`src/rtl/rr_onehot_arbiter.sv`:
```
// Round-robin arbiter with a registered one-hot grant, hold-quantum preemption and a no-bubble hand-off.
// Latency: 1 cycle from req to gnt; the hand-off to a waiting requester happens on the releasing edge.
// Backpressure: none; the owner keeps the resource until done, until its req drops, or until its quantum expires.
//
// Ports:
//   clk       - clock, all state updates on posedge
//   rst_n     - asynchronous active-low reset
//   req[N]    - request vector, bit i = requester i wants the resource
//   done      - the owner releases the resource (ignored while idle)
//   gnt[N]    - registered grant, all-zero or one-hot
//   gnt_valid - |gnt
//   gnt_id    - index of the granted bit; keeps the last owner while idle
//   hold_cnt  - cycles the current owner has held, minus 1 (saturates)
//   preempt   - one-cycle pulse aligned with a grant produced by quantum expiry
module rr_onehot_arbiter #(
  parameter int N        = 5,
  parameter int MAX_HOLD = 8
) (
  input  logic                        clk,
  input  logic                        rst_n,
  input  logic [N-1:0]                req,
  input  logic                        done,
  output logic [N-1:0]                gnt,
  output logic                        gnt_valid,
  output logic [$clog2(N)-1:0]        gnt_id,
  output logic [$clog2(MAX_HOLD)-1:0] hold_cnt,
  output logic                        preempt
);

  localparam int IW = $clog2(N);
  localparam int HW = $clog2(MAX_HOLD);
  localparam logic [HW-1:0] HOLD_LAST = HW'(MAX_HOLD - 1);

  typedef enum logic {
    IDLE = 1'b0,
    BUSY = 1'b1
  } state_t;

  state_t        r_state, w_state_nxt;
  logic [N-1:0]  r_gnt, w_gnt_nxt;
  logic [IW-1:0] r_gnt_id, w_gnt_id_nxt;
  logic [HW-1:0] r_hold, w_hold_nxt;
  logic          r_preempt, w_preempt_nxt;
  logic [IW-1:0] r_ptr, w_ptr_nxt;

  logic [IW-1:0] w_sel_id;
  logic [N-1:0]  w_sel_oh;
  logic          w_found;
  logic          w_release;
  logic          w_others;

  // Modulo-N add for indices, keeps the scan inside 0..N-1.
  function automatic logic [IW-1:0] wrap_add(input logic [IW-1:0] a, input int b);
    int s;
    s = int'(a) + b;
    if (s >= N) s = s - N;
    return s[IW-1:0];
  endfunction

  // First set request scanning from ptr upward with wrap. Because ptr is
  // always owner+1 after a grant, the current owner is naturally the last
  // candidate, which gives the "others first" rule on hand-off.
  always_comb begin
    w_found  = 1'b0;
    w_sel_id = r_ptr;
    for (int i = 0; i < N; i++) begin
      if (!w_found && req[wrap_add(r_ptr, i)]) begin
        w_found  = 1'b1;
        w_sel_id = wrap_add(r_ptr, i);
      end
    end
  end

  assign w_sel_oh  = {{(N-1){1'b0}}, 1'b1} << w_sel_id;
  // done and owner req drop in the same cycle fold into one release.
  assign w_release = done || ((req & r_gnt) == '0);
  assign w_others  = (req & ~r_gnt) != '0;

  always_comb begin
    w_state_nxt   = r_state;
    w_gnt_nxt     = r_gnt;
    w_gnt_id_nxt  = r_gnt_id;
    w_hold_nxt    = r_hold;
    w_preempt_nxt = 1'b0;
    w_ptr_nxt     = r_ptr;

    unique case (r_state)
      IDLE: begin
        if (req != '0) begin
          w_state_nxt  = BUSY;
          w_gnt_nxt    = w_sel_oh;
          w_gnt_id_nxt = w_sel_id;
          w_hold_nxt   = '0;
          w_ptr_nxt    = wrap_add(w_sel_id, 1);
        end
      end
      BUSY: begin
        if (w_release || (r_hold == HOLD_LAST)) begin
          if (w_others) begin
            w_gnt_nxt     = w_sel_oh;
            w_gnt_id_nxt  = w_sel_id;
            w_hold_nxt    = '0;
            w_ptr_nxt     = wrap_add(w_sel_id, 1);
            w_preempt_nxt = !w_release;
          end else if (w_release) begin
            w_state_nxt = IDLE;
            w_gnt_nxt   = '0;
            w_hold_nxt  = '0;
          end
          // else: quantum expired but nobody waits; hold_cnt stays saturated.
        end else begin
          w_hold_nxt = r_hold + 1'b1;
        end
      end
      default: begin
        w_state_nxt = IDLE;
        w_gnt_nxt   = '0;
      end
    endcase
  end

  always_ff @(posedge clk or negedge rst_n) begin
    if (!rst_n) begin
      r_state   <= IDLE;
      r_gnt     <= '0;
      r_gnt_id  <= '0;
      r_hold    <= '0;
      r_preempt <= 1'b0;
      r_ptr     <= '0;
    end else begin
      r_state   <= w_state_nxt;
      r_gnt     <= w_gnt_nxt;
      r_gnt_id  <= w_gnt_id_nxt;
      r_hold    <= w_hold_nxt;
      r_preempt <= w_preempt_nxt;
      r_ptr     <= w_ptr_nxt;
    end
  end

  assign gnt       = r_gnt;
  assign gnt_valid = |r_gnt;
  assign gnt_id    = r_gnt_id;
  assign hold_cnt  = r_hold;
  assign preempt   = r_preempt;

endmodule

```
`config.mk`:
```
export PLATFORM = sky130hd
export DESIGN_NAME = rr_onehot_arbiter
export DESIGN_NICKNAME = d
export VERILOG_FILES = /design/src/rtl/rr_onehot_arbiter.sv
export SDC_FILE = /design/constraint.sdc
export NUM_CORES = 1
export LEC_CHECK = 0
export ABC_AREA = 1
export CORE_ASPECT_RATIO = 1.5
export CORE_MARGIN = 4
export CORE_UTILIZATION = 52
export DETAILED_ROUTE_END_ITERATION = 10
export GPL_TIMING_DRIVEN = 0
export PLACE_DENSITY = 0.8
export SLEW_MARGIN = 30
export SYNTH_ARGS = -nofsm -noshare
export SYNTH_HDL_FRONTEND = slang
export SYNTH_SLANG_ARGS = --single-unit
```
`constraint.sdc`:
```
create_clock -name clk -period 3.6 [get_ports clk]
set_input_delay 0.36 -clock clk [delete_from_list [all_inputs] [get_ports clk]]
set_output_delay 0.36 -clock clk [all_outputs]
set_load 0.03 [all_outputs]
```
==> results.sh, run 1 <==
export IMPL_critPathRequiredTime_ns=3.74
export IMPL_mostFrequentLayoutCells="nand2_1 (87), nand3_1 (53), inv_1 (42)"
export IMPL_slew_viol_final=0
export IMPL_grt_pass1_vias=2231
export IMPL_final_hold_viol_count=0
export IMPL_drtIter0Drc=129
export IMPL_crit_top_cell="nand2_1"
export IMPL_drc=0
export IMPL_vias=2389
export IMPL_crit_path_top_delay_cell="dfrtp_1"
export IMPL_antenna_found_initial=0
export IMPL_start_util=0.551
export IMPL_worstSetupStartpointType="flip-flop"
export IMPL_min_period_ns=3.41
export IMPL_min_period_over_period=0.948
export IMPL_coreArea_sq_um=3750
export IMPL_nets=401
export IMPL_min_path_type="reg -> reg"
export IMPL_io_buffers=19
export IMPL_antennaDiodeCount=0
export IMPL_die_area_sq_um=5060
export IMPL_tightest_slew_ns=0.716
export IMPL_cp_end_kind="flip-flop"
export IMPL_cts_htree_levels=1
export IMPL_syn_cell_area_sq_um=2060
export IMPL_slew_headroom=0.521
export IMPL_cts_buffers=3
export IMPL_grt_overflow=0
export IMPL_maxCapViolCount=0
export IMPL_cts_path_max_buffers=2
export IMPL_routed_wl_microns=5820
export IMPL_ioPinCount=21
export IMPL_dr_pass1_iters=6
export IMPL_synthesis_instances=336
export IMPL_worst_slack_ns=0.186
export IMPL_pre_cts_ws_ns=-0.349
export IMPL_grt_pass1_wl_microns=9480
export IMPL_yosysSeqAreaShare=0.194
export IMPL_track_usage=0.234
export IMPL_cts_hold_buffers=0
export IMPL_viasPerCell=5.72
export IMPL_area_delta_synth_final_pct=30.1
export IMPL_yosysWarnings=0
export IMPL_gp_congestion=0.862
export IMPL_die_w_microns=59.4
export IMPL_syn_num_nets=361
export IMPL_cp_max_fo=11
export IMPL_nFillCells=320
export IMPL_drive_above_1_share=0.213
export IMPL_multi_input_area_sq_um=1630
export IMPL_fmax_ghz=0.293
export IMPL_crit_arrival_ns=3.56
export IMPL_postSynthAreaPerCell_sq_um=6.14
export IMPL_final_antenna_net_count=0
export IMPL_grt_max_degree=17
export IMPL_status="completed"
export IMPL_mostFrequentLayoutCell="nand2_1"
export IMPL_ys_types=34
export IMPL_fin_util=0.716
export IMPL_fin_area_sq_um=2690
export IMPL_cts_sink_count=16
export IMPL_cts_root_buf="clkbuf_8"
export IMPL_clkTransAtPathRegs_ns=0.06
export IMPL_hpwlAfterDp_microns=4200
export IMPL_ys_ff_latch=16
export IMPL_num_rows=27
export IMPL_hold_ws_ns=0.493
export IMPL_clock_latency_ns=0.25
export IMPL_setup_violations=0
export IMPL_wl_per_cell_microns=13.9
export IMPL_die_y_microns=85.2
export IMPL_critical_path_class="reg -> reg"
export IMPL_fin_worst_skew_ns=0.00174
export IMPL_max_stage_delay_ns=0.41
export IMPL_regArea_sq_um=403
export IMPL_place_area_sq_um=2310
export IMPL_cts_tree="done"
-- synth_stat cells, drive strengths merged --
| library cell | count | area, sq um |
|---|---|---|
| nor2 | 27 | 114 |
| nand2 | 107 | 439 |
| a211oi | 1 | 7.51 |
| buf | 3 | 20.0 |
| o22ai | 3 | 18.8 |
| inv | 49 | 184 |
| nor3 | 1 | 5.00 |
| nand3 | 62 | 345 |
| fa | 1 | 20.0 |
| clkbuf | 1 | 3.75 |
| nand4 | 10 | 62.6 |
| mux2i | 1 | 10.0 |
| a21oi | 7 | 38.8 |
| ha | 16 | 200 |
| xnor2 | 1 | 8.76 |
| a221oi | 1 | 8.76 |
| xor2 | 1 | 8.76 |
| o21ai | 25 | 144 |
| dfrtp | 16 | 400 |
| and3 | 1 | 11.3 |
| a22oi | 1 | 7.51 |
| nor4 | 1 | 6.26 |
-- critical path, delay by kind of cell (launching register included) --
family,cells,cell delay [ns]
adder cells (fa/ha/maj),4,0.90
buffers and inverters,5,0.41
flip-flops,1,0.41
AND/OR/NAND/NOR,18,1.52
-- cell type report --
type	count	share of cell area
sequential	16	0.150
tap	43	0.0200
multi-input combinational	267	0.608
clock buffer	4	0.0205
buffer	4	0.0102
timing repair buffer	35	0.116
inverter	49	0.0755
-- sequential cells by signal, summed over array words and instances, names as in the netlist --
register / flops
gnt: 5
gnt_id: 3
hold_cnt: 3
r_ptr: 3
preempt: 1
r_state: 1
-- worst paths after layout --
path / cells past startpoint / startpoint / to / slack (ns)
worst min-delay path: 2 / gnt_id[0]$_DFFE_PN0P_ / gnt_id[0]$_DFFE_PN0P_ / 0.49
max in group asynchronous: 1 / rst_n / r_ptr[1]$_DFFE_PN0P_ / 2.57
min in group asynchronous: 1 / rst_n / preempt$_DFF_PN0_ / 0.53
worst max-delay path: 27 / r_ptr[0]$_DFFE_PN0P_ / r_ptr[1]$_DFFE_PN0P_ / 0.19
worst min register to register: 2 / gnt_id[0]$_DFFE_PN0P_ / gnt_id[0]$_DFFE_PN0P_ / 0.49
worst max register to register: 27 / r_ptr[0]$_DFFE_PN0P_ / r_ptr[1]$_DFFE_PN0P_ / 0.19
-- cells by family after synthesis --
| kind of cell | count (synthesis) | synth area share |
|---|---|---|
| compound gates | 38 | 0.109 |
| simple gates | 209 | 0.476 |
| mux | 1 | 0.00485 |
| xor+xnor | 2 | 0.00849 |
| fa+ha+maj | 17 | 0.107 |
| buf+inv | 53 | 0.101 |
| flops | 16 | 0.194 |
-- per-layer routing --
| metal | track usage | routed length [microns] | vias up |
|---|---|---|---|
| met3 | 0.0167 | 225 | 23 |
| met4 | 0.109 | 263 | 0 |
| li1 | - | - | 1191 |
| met5 | 0 | 0 | - |
| met1 | 0.266 | 2230 | 1093 |
| met2 | 0.422 | 3100 | 82 |
-- per-stage QoR --
stage / cells / TNS [ns]
3_3_place_gp: 398 / -0.370
6_report: 418 / 0
2_1_floorplan: 336 / 0
3_5_place_dp: 398 / -0.562
4_1_cts: 411 / 0
5_1_grt: 418 / -0.0331
-- timing repair --
| item | in CTS | in global routing |
|---|---|---|
| pin swaps | 4 | 15 |
| setup buffers | 9 | 7 |
| endpoints found under the setup margin | 2 | 2 |
| gates resized for setup | 16 | 36 |
Power of run 1 is not shown: default switching activity piles up to over one toggle a cycle in this logic, so the estimate is an artifact.
==> run 2: changes to the inputs <==
CORE_UTILIZATION = 41   (was 52)
PLACE_DENSITY = 0.66   (was 0.8)
==> results.sh, run 2 (synthesis results as in run 1) <==
export IMPL_status="completed"
export IMPL_hpwlAfterDp_microns=4470
export IMPL_cp_end_kind="flip-flop"
export IMPL_fin_worst_skew_ns=0.000871
export IMPL_min_period_over_period=0.947
export IMPL_largest_register_ffs=5
export IMPL_critPathRequiredTime_ns=3.75
export IMPL_drc=0
export IMPL_wl_per_cell_microns=13.5
export IMPL_drive_above_1_share=0.233
export IMPL_worst_slack_ns=0.191
export IMPL_antenna_found_initial=0
export IMPL_grt_pass1_vias=2188
export IMPL_routed_wl_microns=5980
export IMPL_grt_max_degree=17
export IMPL_mostFrequentLayoutCell="nand2_1"
export IMPL_mostFrequentLayoutCells="nand2_1 (85), nand3_1 (52), inv_1 (41)"
export IMPL_clkTransAtPathRegs_ns=0.06
export IMPL_slew_headroom=0.516
export IMPL_maxCapViolCount=0
export IMPL_coreArea_sq_um=4850
export IMPL_crit_arrival_ns=3.56
export IMPL_finalSetupTns_ns=0
export IMPL_cts_hold_buffers=0
export IMPL_die_y_microns=94.9
export IMPL_drtIter0Drc=108
export IMPL_cts_htree_levels=1
export IMPL_nets=404
export IMPL_start_util=0.426
export IMPL_die_area_sq_um=6260
export IMPL_gp_congestion=0.881
export IMPL_tightest_slew_ns=0.723
export IMPL_setup_violations=0
export IMPL_dr_pass1_iters=5
export IMPL_viasPerCell=5.24
export IMPL_final_antenna_net_count=0
export IMPL_min_path_type="reg -> reg"
export IMPL_ioPinCount=21
export IMPL_nFillCells=464
export IMPL_cts_path_max_buffers=2
export IMPL_area_delta_synth_final_pct=31.8
export IMPL_fmax_ghz=0.293
export IMPL_cp_max_fo=6
export IMPL_cts_buffers=3
export IMPL_io_buffers=19
export IMPL_cts_root_buf="clkbuf_8"
export IMPL_critical_path_class="reg -> reg"
export IMPL_cts_sink_count=16
export IMPL_crit_top_cell="nand2_1"
export IMPL_pre_cts_ws_ns=-0.333
export IMPL_max_stage_delay_ns=0.40
export IMPL_vias=2328
export IMPL_track_usage=0.195
export IMPL_num_rows=31
export IMPL_crit_path_top_delay_cell="dfrtp_1"
export IMPL_slew_viol_final=0
export IMPL_cts_tree="done"
export IMPL_antennaDiodeCount=0
export IMPL_final_hold_viol_count=0
export IMPL_worstSetupStartpointType="flip-flop"
export IMPL_grt_overflow=0
export IMPL_clock_latency_ns=0.25
export IMPL_die_w_microns=65.9
export IMPL_min_period_ns=3.41
export IMPL_grt_pass1_wl_microns=9630
[run 2: what timing repair did]
item | CTS | global route
setup endpoints to repair | 2 | 5
pin swaps | 5 | 15
setup buffers | 8 | 11
gates resized for setup | 20 | 34
[run 2: worst max-delay path, delay by kind of cell (launching register included)]
| kind | cells | cell delay (ns) |
|---|---|---|
| AND/OR/NAND/NOR | 17 | 1.34 |
| adder cells (fa/ha/maj) | 4 | 0.91 |
| buffers and inverters | 8 | 0.66 |
| flip-flops | 1 | 0.40 |
[run 2: per-stage QoR]
| stage | area, sq um | hold slack, ns | util | cells |
|---|---|---|---|---|
| global placement | 2340 | 0.500 | 0.482 | 421 |
| CTS | 2500 | 0.510 | 0.516 | 433 |
| floorplan | 2060 | 0.0644 | - | 336 |
| detailed placement | 2340 | 0.490 | 0.482 | 421 |
| finish | 2720 | 0.509 | 0.561 | 444 |
| global route | 2720 | 0.557 | 0.561 | 444 |
[run 2: path summary, 6_finish.rpt]
| check | startpoint | end | slack (ns) | cells past startpoint |
|---|---|---|---|---|
| max | r_ptr[0]$_DFFE_PN0P_ | r_ptr[1]$_DFFE_PN0P_ | 0.19 | 29 |
| min reg2reg | gnt_id[0]$_DFFE_PN0P_ | gnt_id[0]$_DFFE_PN0P_ | 0.51 | 2 |
| min | gnt_id[0]$_DFFE_PN0P_ | gnt_id[0]$_DFFE_PN0P_ | 0.51 | 2 |
| max reg2reg | r_ptr[0]$_DFFE_PN0P_ | r_ptr[1]$_DFFE_PN0P_ | 0.19 | 29 |
| max in group asynchronous | rst_n | r_ptr[1]$_DFFE_PN0P_ | 2.56 | 1 |
| min in group asynchronous | rst_n | gnt_id[1]$_DFFE_PN0P_ | 0.54 | 1 |
[run 2: final cells by class]
| type | count | area [sq um] | area share |
|---|---|---|---|
| Inverter | 49 | 203 | 0.0745 |
| Clock buffer | 4 | 55.1 | 0.0202 |
| Tap cell | 66 | 82.6 | 0.0304 |
| Timing Repair Buffer | 38 | 340 | 0.125 |
| Multi-Input combinational cell | 267 | 1610 | 0.592 |
| Buffer | 4 | 27.5 | 0.0101 |
| Sequential cell | 16 | 403 | 0.148 |
[run 2: layer usage]
layer	routed length, microns	track usage	share of wire
met1	2460	0.229	0.41
met2	3170	0.366	0.53
met3	178	0.00952	0.030
met4	167	0.0729	0.028
met5	0	0	0
Power of run 2 is left out for the same reason.
